### config.mk
export PLATFORM = sky130hd
export DESIGN_NAME = iso7816_rx_buffer
export DESIGN_NICKNAME = d
export VERILOG_FILES = /design/src/rtl/iso7816_rx_buffer.sv
export SDC_FILE = /design/constraint.sdc
export NUM_CORES = 1
export LEC_CHECK = 0
export BUFFER_PORTS_ARGS = -buffer_cell sky130_fd_sc_hd__buf_2
export CAP_MARGIN = 20
export CORE_ASPECT_RATIO = 1.5
export CORE_MARGIN = 3
export CORE_UTILIZATION = 30
export CTS_CLUSTER_DIAMETER = 60
export DETAILED_ROUTE_END_ITERATION = 7
export PLACE_DENSITY = 0.58
export SLEW_MARGIN = 20
export SYNTH_ARGS = -nofsm -noshare
export SYNTH_HDL_FRONTEND = slang
export SYNTH_SLANG_ARGS = --single-unit
### constraint.sdc
create_clock -name clk -period 8.17 [get_ports clk]
set_input_delay 1.2255 -clock clk [delete_from_list [all_inputs] [get_ports clk]]
set_output_delay 1.2255 -clock clk [all_outputs]
set_load 0.02 [all_outputs]
### src/rtl/iso7816_rx_buffer.sv
// rtl/iso7816_rx_buffer.sv - ISO7816 receiver character buffer: flag handshake, tagged FWFT FIFO, drop/overrun counters
module iso7816_rx_buffer #(
    parameter int DEPTH_LOG2 = 3,
    parameter int CNT_WIDTH  = 8
) (
    input  logic                  clk,
    input  logic                  nReset,
    input  logic [7:0]            rxData,
    input  logic                  rxDataReady,
    input  logic                  rxFrameError,
    input  logic                  rxOverrunError,
    output logic                  rxAckFlags,
    input  logic                  flush,
    input  logic                  pop,
    output logic [7:0]            headData,
    output logic                  headError,
    output logic                  empty,
    output logic                  full,
    output logic [DEPTH_LOG2:0]   level,
    output logic [CNT_WIDTH-1:0]  dropCount,
    output logic [CNT_WIDTH-1:0]  overrunCount
);

    localparam int DEPTH = 1 << DEPTH_LOG2;
    localparam int PW    = DEPTH_LOG2 + 1;

    typedef enum logic [1:0] {
        WAIT_EVT = 2'd0,
        ACK_WAIT = 2'd1
    } state_t;

    state_t         state;
    logic [8:0]     mem [DEPTH];
    logic [PW-1:0]  wPtr;
    logic [PW-1:0]  rPtr;
    logic           ovrPrev;
    logic           capture;
    logic           popEn;
    logic           pushEn;
    logic           dropInc;
    logic           ovrRise;

    assign empty   = (wPtr == rPtr);
    assign full    = (wPtr[DEPTH_LOG2] != rPtr[DEPTH_LOG2]) &&
                     (wPtr[DEPTH_LOG2-1:0] == rPtr[DEPTH_LOG2-1:0]);
    assign level   = wPtr - rPtr;
    assign {headError, headData} = mem[rPtr[DEPTH_LOG2-1:0]];

    // A pop in the same cycle frees the slot, so a push into a full FIFO still succeeds.
    assign capture = (state == WAIT_EVT) && (rxDataReady || rxFrameError);
    assign popEn   = pop && !empty;
    assign pushEn  = capture && !flush && (!full || popEn);
    assign dropInc = capture && !flush && full && !popEn;
    assign ovrRise = rxOverrunError && !ovrPrev;

    always_ff @(posedge clk or negedge nReset) begin
        if (!nReset) begin
            state      <= WAIT_EVT;
            rxAckFlags <= 1'b0;
        end else begin
            case (state)
                WAIT_EVT: begin
                    if (capture) begin
                        rxAckFlags <= 1'b1;
                        state      <= ACK_WAIT;
                    end
                end
                ACK_WAIT: begin
                    if (!rxDataReady && !rxFrameError) begin
                        rxAckFlags <= 1'b0;
                        state      <= WAIT_EVT;
                    end
                end
                default: begin
                    rxAckFlags <= 1'b0;
                    state      <= WAIT_EVT;
                end
            endcase
        end
    end

    always_ff @(posedge clk) begin
        if (pushEn) begin
            mem[wPtr[DEPTH_LOG2-1:0]] <= {rxFrameError, rxData};
        end
    end

    always_ff @(posedge clk or negedge nReset) begin
        if (!nReset) begin
            wPtr      <= '0;
            rPtr      <= '0;
            dropCount <= '0;
        end else if (flush) begin
            wPtr      <= '0;
            rPtr      <= '0;
            dropCount <= '0;
        end else begin
            if (pushEn) begin
                wPtr <= wPtr + PW'(1);
            end
            if (popEn) begin
                rPtr <= rPtr + PW'(1);
            end
            if (dropInc && (dropCount != {CNT_WIDTH{1'b1}})) begin
                dropCount <= dropCount + CNT_WIDTH'(1);
            end
        end
    end

    // Edge detector runs through flush so a level held across flush is not recounted.
    always_ff @(posedge clk or negedge nReset) begin
        if (!nReset) begin
            ovrPrev      <= 1'b0;
            overrunCount <= '0;
        end else begin
            ovrPrev <= rxOverrunError;
            if (flush) begin
                overrunCount <= '0;
            end else if (ovrRise && (overrunCount != {CNT_WIDTH{1'b1}})) begin
                overrunCount <= overrunCount + CNT_WIDTH'(1);
            end
        end
    end

endmodule

---- Word-level counts from Yosys, hierarchy flattened ----
Memory sizes are Yosys's and may differ from the RTL's.
Cells that the tools add are included.
storage, ports and cells
  input bits .............................. 15
  memories kept ........................... 1
  RAM bits ................................ 72
  word-level logic and storage cells ...... 63
  output and inout port bits .............. 32
  flip-flop bits (word level) ............. 28
memories
  name  depth  bits a word  read ports  clocked after memory_dff  write ports  line  text
  mem   8      9            1           0                         1            33    logic [8:0] mem [DEPTH];
cells by class
  equality and inequality tests ........... 8
  muxes and demuxes ....................... 16
  add/sub/neg operators ................... 5
  reduce and logical (&&, ||, !) cells .... 26
operator list
  cell                   number
  $mux W8                4
  $add A8 B1 Y8 const B  2
  $mux W4                4
  $ne A8 B8 Y1 const B   2
  $logic_and A1 B1 Y1    11
  $add A4 B1 Y4 const B  2
  $reduce_bool A2 Y1     4
  $logic_not A1 Y1       7
  $eq A4 B4 Y1           1
  $mux W1                4
  $mux W2                2
  $ne A2 B2 Y1 const B   2
  $pmux W2 S2            1
  $sub A4 B4 Y4          1
  $eq A3 B3 Y1           1
  $eq A2 B1 Y1 const B   1
  $logic_not A2 Y1       1
  $logic_or A1 B1 Y1     2
  $pmux W1 S2            1
  $reduce_and A2 Y1      1
  $ne A1 B1 Y1           1

---- Depth between registers and ports, before layout ----
Gate-level depths: netlist of run 1.
  depth after elaboration ................. 8
  depth in mapped cells ................... 9

---- Least setup slack after synthesis of run 1 ----
OpenSTA, ideal clock, no wires.
  path kind ............................... register to output
  from .................................... register rPtr[2]
  to ...................................... output port empty
  data arrival time ....................... 1701 ps
  stages on the path, launching flop included .. 7
  path buffers ............................ 2
  setup slack ............................. 5243 ps
  cell sequence ........................... dfrtp_1 > clkbuf_1 > inv_1 > clkbuf_1 > ha_1 > nand3_1 > nor2_1
on the way
  word-level cells in the longest chain between the ends .. 1
ends and longest elaborated chain
  element                   line  text
  start: declaration        35    logic [PW-1:0] rPtr;
  start signal: assignment  102   rPtr <= rPtr + PW'(1);
  $eq A4 B4 Y1              43    assign empty = (wPtr == rPtr);
  end: declaration          17    output logic empty,
No other way between the ends.

---- Final worst setup path of run 1 ----
  from .................................... register rPtr[1]
  to ...................................... output port level[3]
on the way
  word-level cells in the longest chain between the ends .. 1
ends and longest elaborated chain
  element           line  text
  $sub A4 B4 Y4     46    assign level = wPtr - rPtr;
  end: declaration  19    output logic [DEPTH_LOG2:0] level,
No other way between the ends.

==> metrics.cfg, run 1 <==
[status]
status=finished, final reports clean

[synth]
fraction_of_registers_with_async_set_or_reset_after_synthesis=0.265
synth.yosys.seq_area_share=0.662
synth_seq_cells=98
yosys.cell_types.count=40
synth.avg_cell_area_um2=14.7
synth.largest_area_cell=edfxtp_1
netlist_top_cells_area=edfxtp_1, dfrtp_1, mux4_2
synth_fp_nets=312
synth_area_um2=4250
yosysWarningCount=0
yosysMostFrequentCell=edfxtp_1
synth_enable_flop_cells=72
synth.cells.most_frequent=edfxtp_1, nand2_1, dfrtp_1
syn-instance-count=288
synth_flop_cell=edfxtp_1
post-synth-top-area-fraction=0.509

[power_and_ir_drop]
irDropWorstVdd_mv=0.269
power.density_nw_per_um2=271
static-leakage-power_nw=1.87

[drt]
wl_per_cell_um=17.1
detail-route-antenna-nets=0
drtIter0Drc=96
drc_errors=0
detail_route.first_pass.iterations=6
drt-total-wl_um=8660
via_per_inst=4.94
num_vias=2502

[sta]
slew-limit-headroom=0.317
setup_slack_ns=4.46
maxClockFrequency_mhz=270
tns_ns=0
drv_slew=0
period_needed_ns=3.71
fin_worst_skew_ns=0.00639
final_setup_violations=0
rsz_0062_raised_after_global_routing=false
hold_violations=0
timing_worst_slew_pin_value_ns=1.02
post-route-period-util=0.454

[clock_tree]
root_buffer=clkbuf_16
cts.sinks=98
clock_latency_ns=0.34
hold_buffers=0
cts_setup_buffers=0
maximum_clock_insertion_buffer_count=2
clk_transition_reported_paths_ns=0.07
htreeDepth=3
ctsResizeCount=0
tritoncts=done
cts_inserted_buffers=9

[critical_path]
timing.critical_path.from_type=register
cp_num_buf_inv=2
worstSetupEndpointType=output port
critical_path.cell_chain=inv_1 -> ha_1 -> a21o_1 -> a21oi_1 -> xnor2_1 -> buf_2
setup.worst_path.class=reg -> out
worstPathMaxFanout=23
critPathTopFamily=flip-flops
slowest_cell_on_the_critical_path=dfrtp_1
arr_time_crit_path_ns=2.48
cp.required_ns=6.94
max_stage_delay_ns=1.02

[global_routing]
first_global_vias=2650
grt_antenna_before_repair=0
grt_pass1_wl_um=14000
grt-ovfl-total=0
grt_util_all_layers=0.120
pin_count_of_the_biggest_net_entering_global_routing=27

[flow_run]
max_cap_violations=0

[finish]
final_net_count=363
post_route_cells_drive_above_1_share=0.250
n_antenna_cell=0
fill_cells=1358
area_delta_synth_final_pct=16.2

[floorplan]
io-pin-count=47
fp-row-count=52
coreArea_um2=13700
initial_core_utilization=0.311
die_width_um=103
design.die.area_um2=15700
floorplan.die.height_um=152

[placement]
globalplace.congestion=0.766
port-buffer-count=46
place_worst_setup_slack_ns=4.79
hpwlAfterDp_um=5890

[min_path]
worst_hold_path_type=reg -> reg

## stage by stage
stage / hold slack (ns) / total power (W) / area [µm²] / utilization / instances
global placement: 0.508 / 0.000961 / 4660 / 0.341 / 490
global route: 0.547 / 0.00141 / 4930 / 0.361 / 506
floorplan: 0.556 / 0.000853 / 4250 / - / 288
finish: 0.510 / 0.00134 / 4930 / 0.361 / 506
detailed placement: 0.510 / 0.000968 / 4660 / 0.341 / 490
CTS: 0.520 / 0.00136 / 4930 / 0.361 / 506
## cell type report
| cell class | instances | area, µm² | area share |
|---|---|---|---|
| Sequential cell | 98 | 2810 | 0.570 |
| Multi-Input combinational cell | 171 | 1360 | 0.275 |
| Timing Repair Buffer | 50 | 260 | 0.0527 |
| Clock buffer | 10 | 229 | 0.0464 |
| Tap cell | 162 | 203 | 0.0411 |
| Clock inverter | 6 | 41.3 | 0.00837 |
| Inverter | 9 | 33.8 | 0.00685 |
## report_power, final
group	switching (W)	internal, W
sequential	0.0000248	0.000563
clock	0.000181	0.000207
combinational	0.000210	0.000151
total	0.000416	0.000922
## sequential cells by signal (all words and copies together) (netlist names)
name          cells
ovrPrev           1
mem              72
wPtr              4
overrunCount      8
state             1
dropCount         8
rPtr              4
## placed cells by master, fill, tap and decap left out, types with 6 or more instances in the layout
master	count
nand3_1	9
xor2_1	11
nor2_1	24
mux4_2	18
buf_2	46
inv_1	9
dfrtp_1	26
nand2_1	33
xnor2_1	6
ha_1	8
edfxtp_1	72
clkbuf_16	9
## layer usage
layer	track usage	share of wire	vias up
met1	0.147	0.43	1244
met4	0.0486	0.016	0
met2	0.201	0.51	65
met5	0	0	-
li1	-	-	1183
met3	0.0311	0.044	10
## cells by family after synthesis
group	share of synthesized area
AND/OR/NAND/NOR	0.113
multiplexers	0.110
buffers and inverters	0.0188
adder cells (fa/ha/maj)	0.0283
flip-flops	0.662
AO/OA/AOI/OAI	0.0330
XOR/XNOR	0.0351
## path summary, 6_finish.rpt
path | cells past startpoint | slack [ns] | from | endpoint
setup reg to reg | 6 | 4.99 | rPtr[1] | mem[1][5]
max in group asynchronous | 1 | 6.87 | nReset | dropCount[0]
hold reg to reg | 1 | 0.51 | state[0] | state[0]
min in group asynchronous | 1 | 0.89 | nReset | overrunCount[4]
hold / removal | 1 | 0.51 | state[0] | state[0]
setup / recovery | 6 | 4.46 | rPtr[1] | level[3]
Note: power is estimated with default switching activity, not from simulation.
==> run 2, diff against run 1 <==
clock period = 3.73 ns   (was 8.17 ns; I/O delays follow)
==> run 2 against run 1 <==
  * Design area grew 1.1%
  * Via count increased by 0.80%
  * Largest cell class unchanged
  * Sequential power grew 120%
==> metrics.cfg, run 2 (synthesis results as in run 1) <==
[status]
status=finished, final reports clean  ; unchanged

[clock_tree]
clk_transition_reported_paths_ns=0.06  ; was 0.07 ns
hold_buffers=0  ; unchanged
clock_latency_ns=0.34  ; about the same
cts_setup_buffers=0  ; unchanged
tritoncts=done  ; unchanged
root_buffer=clkbuf_16  ; unchanged
cts.sinks=98  ; unchanged
maximum_clock_insertion_buffer_count=2  ; unchanged
ctsResizeCount=0  ; unchanged
cts_inserted_buffers=9  ; unchanged
htreeDepth=3  ; unchanged

[global_routing]
pin_count_of_the_biggest_net_entering_global_routing=27  ; unchanged
grt_util_all_layers=0.126  ; was 0.120
first_global_vias=2641  ; was 2,650
grt-ovfl-total=0  ; unchanged
grt_pass1_wl_um=14400  ; was 14,000 µm
grt_antenna_before_repair=0  ; unchanged

[critical_path]
arr_time_crit_path_ns=2.76  ; was 2.48 ns
setup.worst_path.start=rPtr[2]  ; was rPtr[1]
max_stage_delay_ns=0.69  ; was 1.02 ns
critical_path.cell_chain=inv_1 -> buf_4 -> ha_1 -> nand3_1 -> or3_4 -> nand3b_1 -> nor2_1  ; was inv_1 -> ha_1 -> a21o_1 -> a21oi_1 -> xnor2_1 -> buf_2
slowest_cell_on_the_critical_path=nor2_1  ; was dfrtp_1
timing.reg2reg.setup_slack_ns=0.94  ; was 4.99 ns
timing.critical_path.from_type=register  ; unchanged
worstReg2RegEnd=mem[1][8]  ; was mem[1][5]
worstPathMaxFanout=11  ; was 23
setup.worst_path.class=reg -> reg  ; was reg -> out
critical_path.reg2reg.startpoint=rPtr[2]  ; was rPtr[1]
rr_worst_depth=7  ; was 6
cp.required_ns=3.70  ; was 6.94 ns
worstSetupEndpointType=register  ; was output port

[finish]
most_common_cell_after_layout_fill_and_taps_aside=edfxtp_1  ; unchanged
layout_common_cells=edfxtp_1, buf_2, nand2_1  ; unchanged
n_antenna_cell=0  ; unchanged
post_route_cells_drive_above_1_share=0.251  ; was 0.250
finish.instance_area_um2=4990  ; was 4930 µm²
final_net_count=365  ; was 363
area_delta_synth_final_pct=17.4  ; was 16.2%
fill_cells=1332  ; was 1,358
final_util=0.365  ; was 0.361
largest_register_ffs=72  ; unchanged

[min_path]
worst_hold_path_type=in -> async  ; was reg -> reg

[sta]
fin_worst_skew_ns=0.00393  ; was 0.00639 ns
setup_slack_ns=0.940  ; was 4.46 ns
post-route-period-util=0.748
drv_slew=0  ; unchanged
tns_ns=0  ; unchanged
slew-limit-headroom=0.386  ; was 0.317
maxClockFrequency_mhz=358
period_needed_ns=2.79
timing_worst_slew_pin_value_ns=0.918  ; was 1.02 ns
hold_violations=0  ; unchanged
final_setup_violations=0  ; unchanged
rsz_0062_raised_after_global_routing=false  ; unchanged

[floorplan]
fp-row-count=52  ; unchanged
io-pin-count=47  ; unchanged
floorplan.die.height_um=152  ; unchanged
die_width_um=103  ; unchanged
design.die.area_um2=15700  ; unchanged
initial_core_utilization=0.311  ; unchanged
coreArea_um2=13700  ; unchanged

[drt]
wl_per_cell_um=17.8  ; was 17.1 µm
detail-route-antenna-nets=0  ; unchanged
num_vias=2522  ; was 2,502
drt-total-wl_um=9030  ; was 8660 µm
drtIter0Drc=116  ; was 96
via_per_inst=4.96  ; was 4.94
detail_route.first_pass.iterations=4  ; was 6
drc_errors=0  ; unchanged

[power_and_ir_drop]
total_power_w=0.00305  ; was 0.00134 W
power.density_nw_per_um2=611  ; was 271 nW/µm²
irDropWorstVdd_mv=0.384  ; was 0.269 mV
static-leakage-power_nw=1.90  ; was 1.87 nW

[placement]
dpl_cell_area_um2=4680  ; was 4660 µm²
hpwlAfterDp_um=6490  ; was 5890 µm
place_worst_setup_slack_ns=0.940  ; was 4.79 ns
globalplace.congestion=0.814  ; was 0.766
port-buffer-count=46  ; unchanged

[flow_run]
max_cap_violations=0  ; unchanged

## run 2: layout make-up
cell class | instances | area (µm²) | area share
Clock inverter | 2 | 35.0 | 0.00702
Clock buffer | 14 | 274 | 0.0549
Tap cell | 162 | 203 | 0.0406
Timing Repair Buffer | 52 | 275 | 0.0552
Sequential cell | 98 | 2810 | 0.564
Inverter | 9 | 33.8 | 0.00677
Multi-Input combinational cell | 171 | 1360 | 0.272
## run 2: how the worst max path moves through the flow
stage | slack [ns] | endpoint
final | 0.94 | mem[1][8]
after global routing | 0.68 | mem[1][8]
after CTS | 0.93 | mem[1][8]
after detailed placement | 0.94 | mem[1][1]
after global placement | 1.05 | mem[6][3]
after floorplan | 0.88 | mem[0][0]
## run 2: through the flow
step	hold slack (ns)	std cells
3_3_place_gp	0.507	492
5_1_grt	0.263	508
4_1_cts	0.238	508
3_5_place_dp	0.490	492
2_1_floorplan	0.264	288
6_report	0.218	508
## run 2: worst max-delay path, delay by kind of cell, from the launching register on
family                   cells  cell delay [ns]
adder cells (fa/ha/maj)      1             0.34
buffers and inverters        2             0.25
AND/OR/NAND/NOR              4             1.30
flip-flops                   1             0.53
## run 2: metal layers
layer  global-route usage  up-vias  share of wire
met2                0.228       60           0.56
met5                    0        -              0
met4               0.0525        0          0.023
li1                     -     1185              -
met3               0.0270       15          0.038
met1                0.139     1262           0.38
## run 2: power breakdown
group / internal, W / switching (W) / total (W) / leakage, nW
registers: 0.00123 / 0.0000320 / 0.00127 / 1.01
logic: 0.000332 / 0.000509 / 0.000841 / 0.740
clock network: 0.000574 / 0.000369 / 0.000943 / 0.153
total: 0.00214 / 0.000911 / 0.00305 / 1.90
==> run 3, diff against run 2 <==
PLACE_DENSITY = 0.6   (was 0.58)
clock period = 2.5 ns   (was 3.73 ns; I/O delays follow)
==> run 3 against run 2 <==
  * Final cell count up 1.8%
  * First-iteration DRC count up 12%
  * Clock power up 34%
  * Via count up 0.56%
  * Largest cell class unchanged
  * Worst hold slack worse by 0.18 ns
==> metrics.cfg, run 3 (synthesis results as in run 1) <==
[status]
status=finished, final reports clean  ; unchanged

[floorplan]
coreArea_um2=13700  ; unchanged
die_width_um=103  ; unchanged
initial_core_utilization=0.311  ; unchanged
design.die.area_um2=15700  ; unchanged
io-pin-count=47  ; unchanged
fp-row-count=52  ; unchanged
floorplan.die.height_um=152  ; unchanged

[flow_run]
max_cap_violations=0  ; unchanged

[power_and_ir_drop]
power.density_nw_per_um2=874  ; was 611 nW/µm²
power.share.combinational=0.283  ; was 0.276
static-leakage-power_nw=1.93  ; was 1.90 nW
power.clock.fraction=0.285  ; was 0.309
irDropWorstVdd_mv=0.865  ; was 0.384 mV
share_seq_of_total_power=0.432  ; was 0.415
power.net_switching_w=0.00137  ; was 0.000911 W
switching_share=0.310  ; was 0.299
intPower_w=0.00304  ; was 0.00214 W

[placement]
globalplace.congestion=0.764  ; was 0.814
place_worst_setup_slack_ns=0.266  ; was 0.940 ns
hpwlAfterDp_um=6030  ; was 6490 µm
port-buffer-count=46  ; unchanged

[critical_path]
slowest_cell_on_the_critical_path=dfrtp_1  ; was nor2_1
setup.worst_path.class=reg -> out  ; was reg -> reg
arr_time_crit_path_ns=1.96  ; was 2.76 ns
worstSetupEndpointType=output port  ; was register
critical_path.cell_chain=inv_1 -> ha_1 -> fa_1 -> xnor2_1 -> buf_2  ; was inv_1 -> buf_4 -> ha_1 -> nand3_1 -> or3_4 -> nand3b_1 -> nor2_1
worstPathMaxFanout=6  ; was 11
max_stage_delay_ns=0.48  ; was 0.69 ns
cp.required_ns=2.12  ; was 3.70 ns
timing.critical_path.from_type=register  ; unchanged

[global_routing]
grt-ovfl-total=0  ; unchanged
grt_util_all_layers=0.121  ; was 0.126
grt_pass1_wl_um=14400  ; about the same
pin_count_of_the_biggest_net_entering_global_routing=27  ; unchanged
first_global_vias=2759  ; was 2,641
grt_antenna_before_repair=0  ; unchanged

[drt]
num_vias=2536  ; was 2,522
detail-route-antenna-nets=0  ; unchanged
wl_per_cell_um=16.8  ; was 17.8 µm
drc_errors=0  ; unchanged
drtIter0Drc=130  ; was 116
drt-total-wl_um=8690  ; was 9030 µm
via_per_inst=4.91  ; was 4.96
detail_route.first_pass.iterations=4  ; unchanged

[sta]
fin_worst_skew_ns=0.00757  ; was 0.00393 ns
post-route-period-util=0.936
timing_worst_slew_pin_value_ns=0.607  ; was 0.918 ns
period_needed_ns=2.34
drv_slew=0  ; unchanged
maxClockFrequency_mhz=427
slew-limit-headroom=0.595  ; was 0.386
final_setup_violations=0  ; unchanged
hold_violations=0  ; unchanged
rsz_0062_raised_after_global_routing=false  ; unchanged
setup_slack_ns=0.161  ; was 0.940 ns

[finish]
n_antenna_cell=0  ; unchanged
most_common_cell_after_layout_fill_and_taps_aside=edfxtp_1  ; unchanged
largest_register_ffs=72  ; unchanged
final_net_count=374  ; was 365
post_route_cells_drive_above_1_share=0.282  ; was 0.251
fill_cells=1332  ; unchanged
final_util=0.369  ; was 0.365
area_delta_synth_final_pct=18.7  ; was 17.4%
layout_common_cells=edfxtp_1, buf_2, nand2_1  ; unchanged

[clock_tree]
clk_transition_reported_paths_ns=0.07  ; was 0.06 ns
cts_setup_buffers=0  ; unchanged
maximum_clock_insertion_buffer_count=2  ; unchanged
root_buffer=clkbuf_16  ; unchanged
cts.sinks=98  ; unchanged
ctsResizeCount=0  ; unchanged
tritoncts=done  ; unchanged
cts_inserted_buffers=9  ; unchanged
htreeDepth=3  ; unchanged
clock_latency_ns=0.34  ; about the same
hold_buffers=0  ; unchanged

[min_path]
worst_hold_path_type=in -> async  ; unchanged

[run 3: through the flow]
| stage | power, W | setup TNS [ns] | hold slack, ns | instance area, µm² | instances |
|---|---|---|---|---|---|
| floorplan | 0.00280 | -4.46 | 0.0794 | 4270 | 288 |
| global placement | 0.00319 | 0 | 0.419 | 4770 | 501 |
| detailed placement | 0.00320 | 0 | 0.417 | 4770 | 501 |
| CTS | 0.00446 | 0 | 0.0471 | 5040 | 517 |
| global route | 0.00466 | 0 | 0.0706 | 5040 | 517 |
| finish | 0.00441 | 0 | 0.0381 | 5040 | 517 |
[run 3: area by class of cell]
class,count,area [µm²],share of cell area
sequential,98,2810,0.558
tap,162,203,0.0402
timing repair buffer,61,347,0.0687
clock inverter,7,46.3,0.00918
multi-input combinational,171,1380,0.273
clock buffer,9,225,0.0447
inverter,9,33.8,0.00670
[run 3: power by group through the flow]
| stage | Sequential, W | Combinational, W | Clock [W] |
|---|---|---|---|
| 2_1_floorplan | 0.00194 | 0.000864 | 0 |
| 5_1_grt | 0.00191 | 0.00139 | 0.00136 |
| 3_5_place_dp | 0.00194 | 0.00126 | 0 |
| 3_3_place_gp | 0.00193 | 0.00125 | 0 |
| 6_report | 0.00190 | 0.00125 | 0.00126 |
| 4_1_cts | 0.00190 | 0.00127 | 0.00129 |
[run 3: critical path, delay by kind of cell (launching register included)]
kind	cells	cell delay (ns)
xor gates and xnor gates	1	0.18
adders and majority gates	2	0.63
DFF	1	0.48
buffers and inverters	2	0.34
[run 3: worst paths after layout]
kind,startpoint,slack [ns],depth (start not counted),to
worst max-delay path,wPtr[0],0.16,5,level[2]
worst min-delay path,nReset,0.04,1,ovrPrev
worst max register to register,wPtr[0],0.28,6,dropCount[4]
worst min register to register,state[0],0.50,1,state[0]
max in group asynchronous,nReset,2.06,1,wPtr[0]
min in group clk,rxOverrunError,0.17,1,ovrPrev
[run 3: metal layers]
layer / vias up / routed length [µm] / track usage / part of all wire
met5: - / 0 / 0 / 0
met4: 0 / 151 / 0.0467 / 0.017
met3: 9 / 412 / 0.0261 / 0.047
met2: 53 / 4600 / 0.207 / 0.53
met1: 1269 / 3530 / 0.148 / 0.41
li1: 1205 / - / - / -
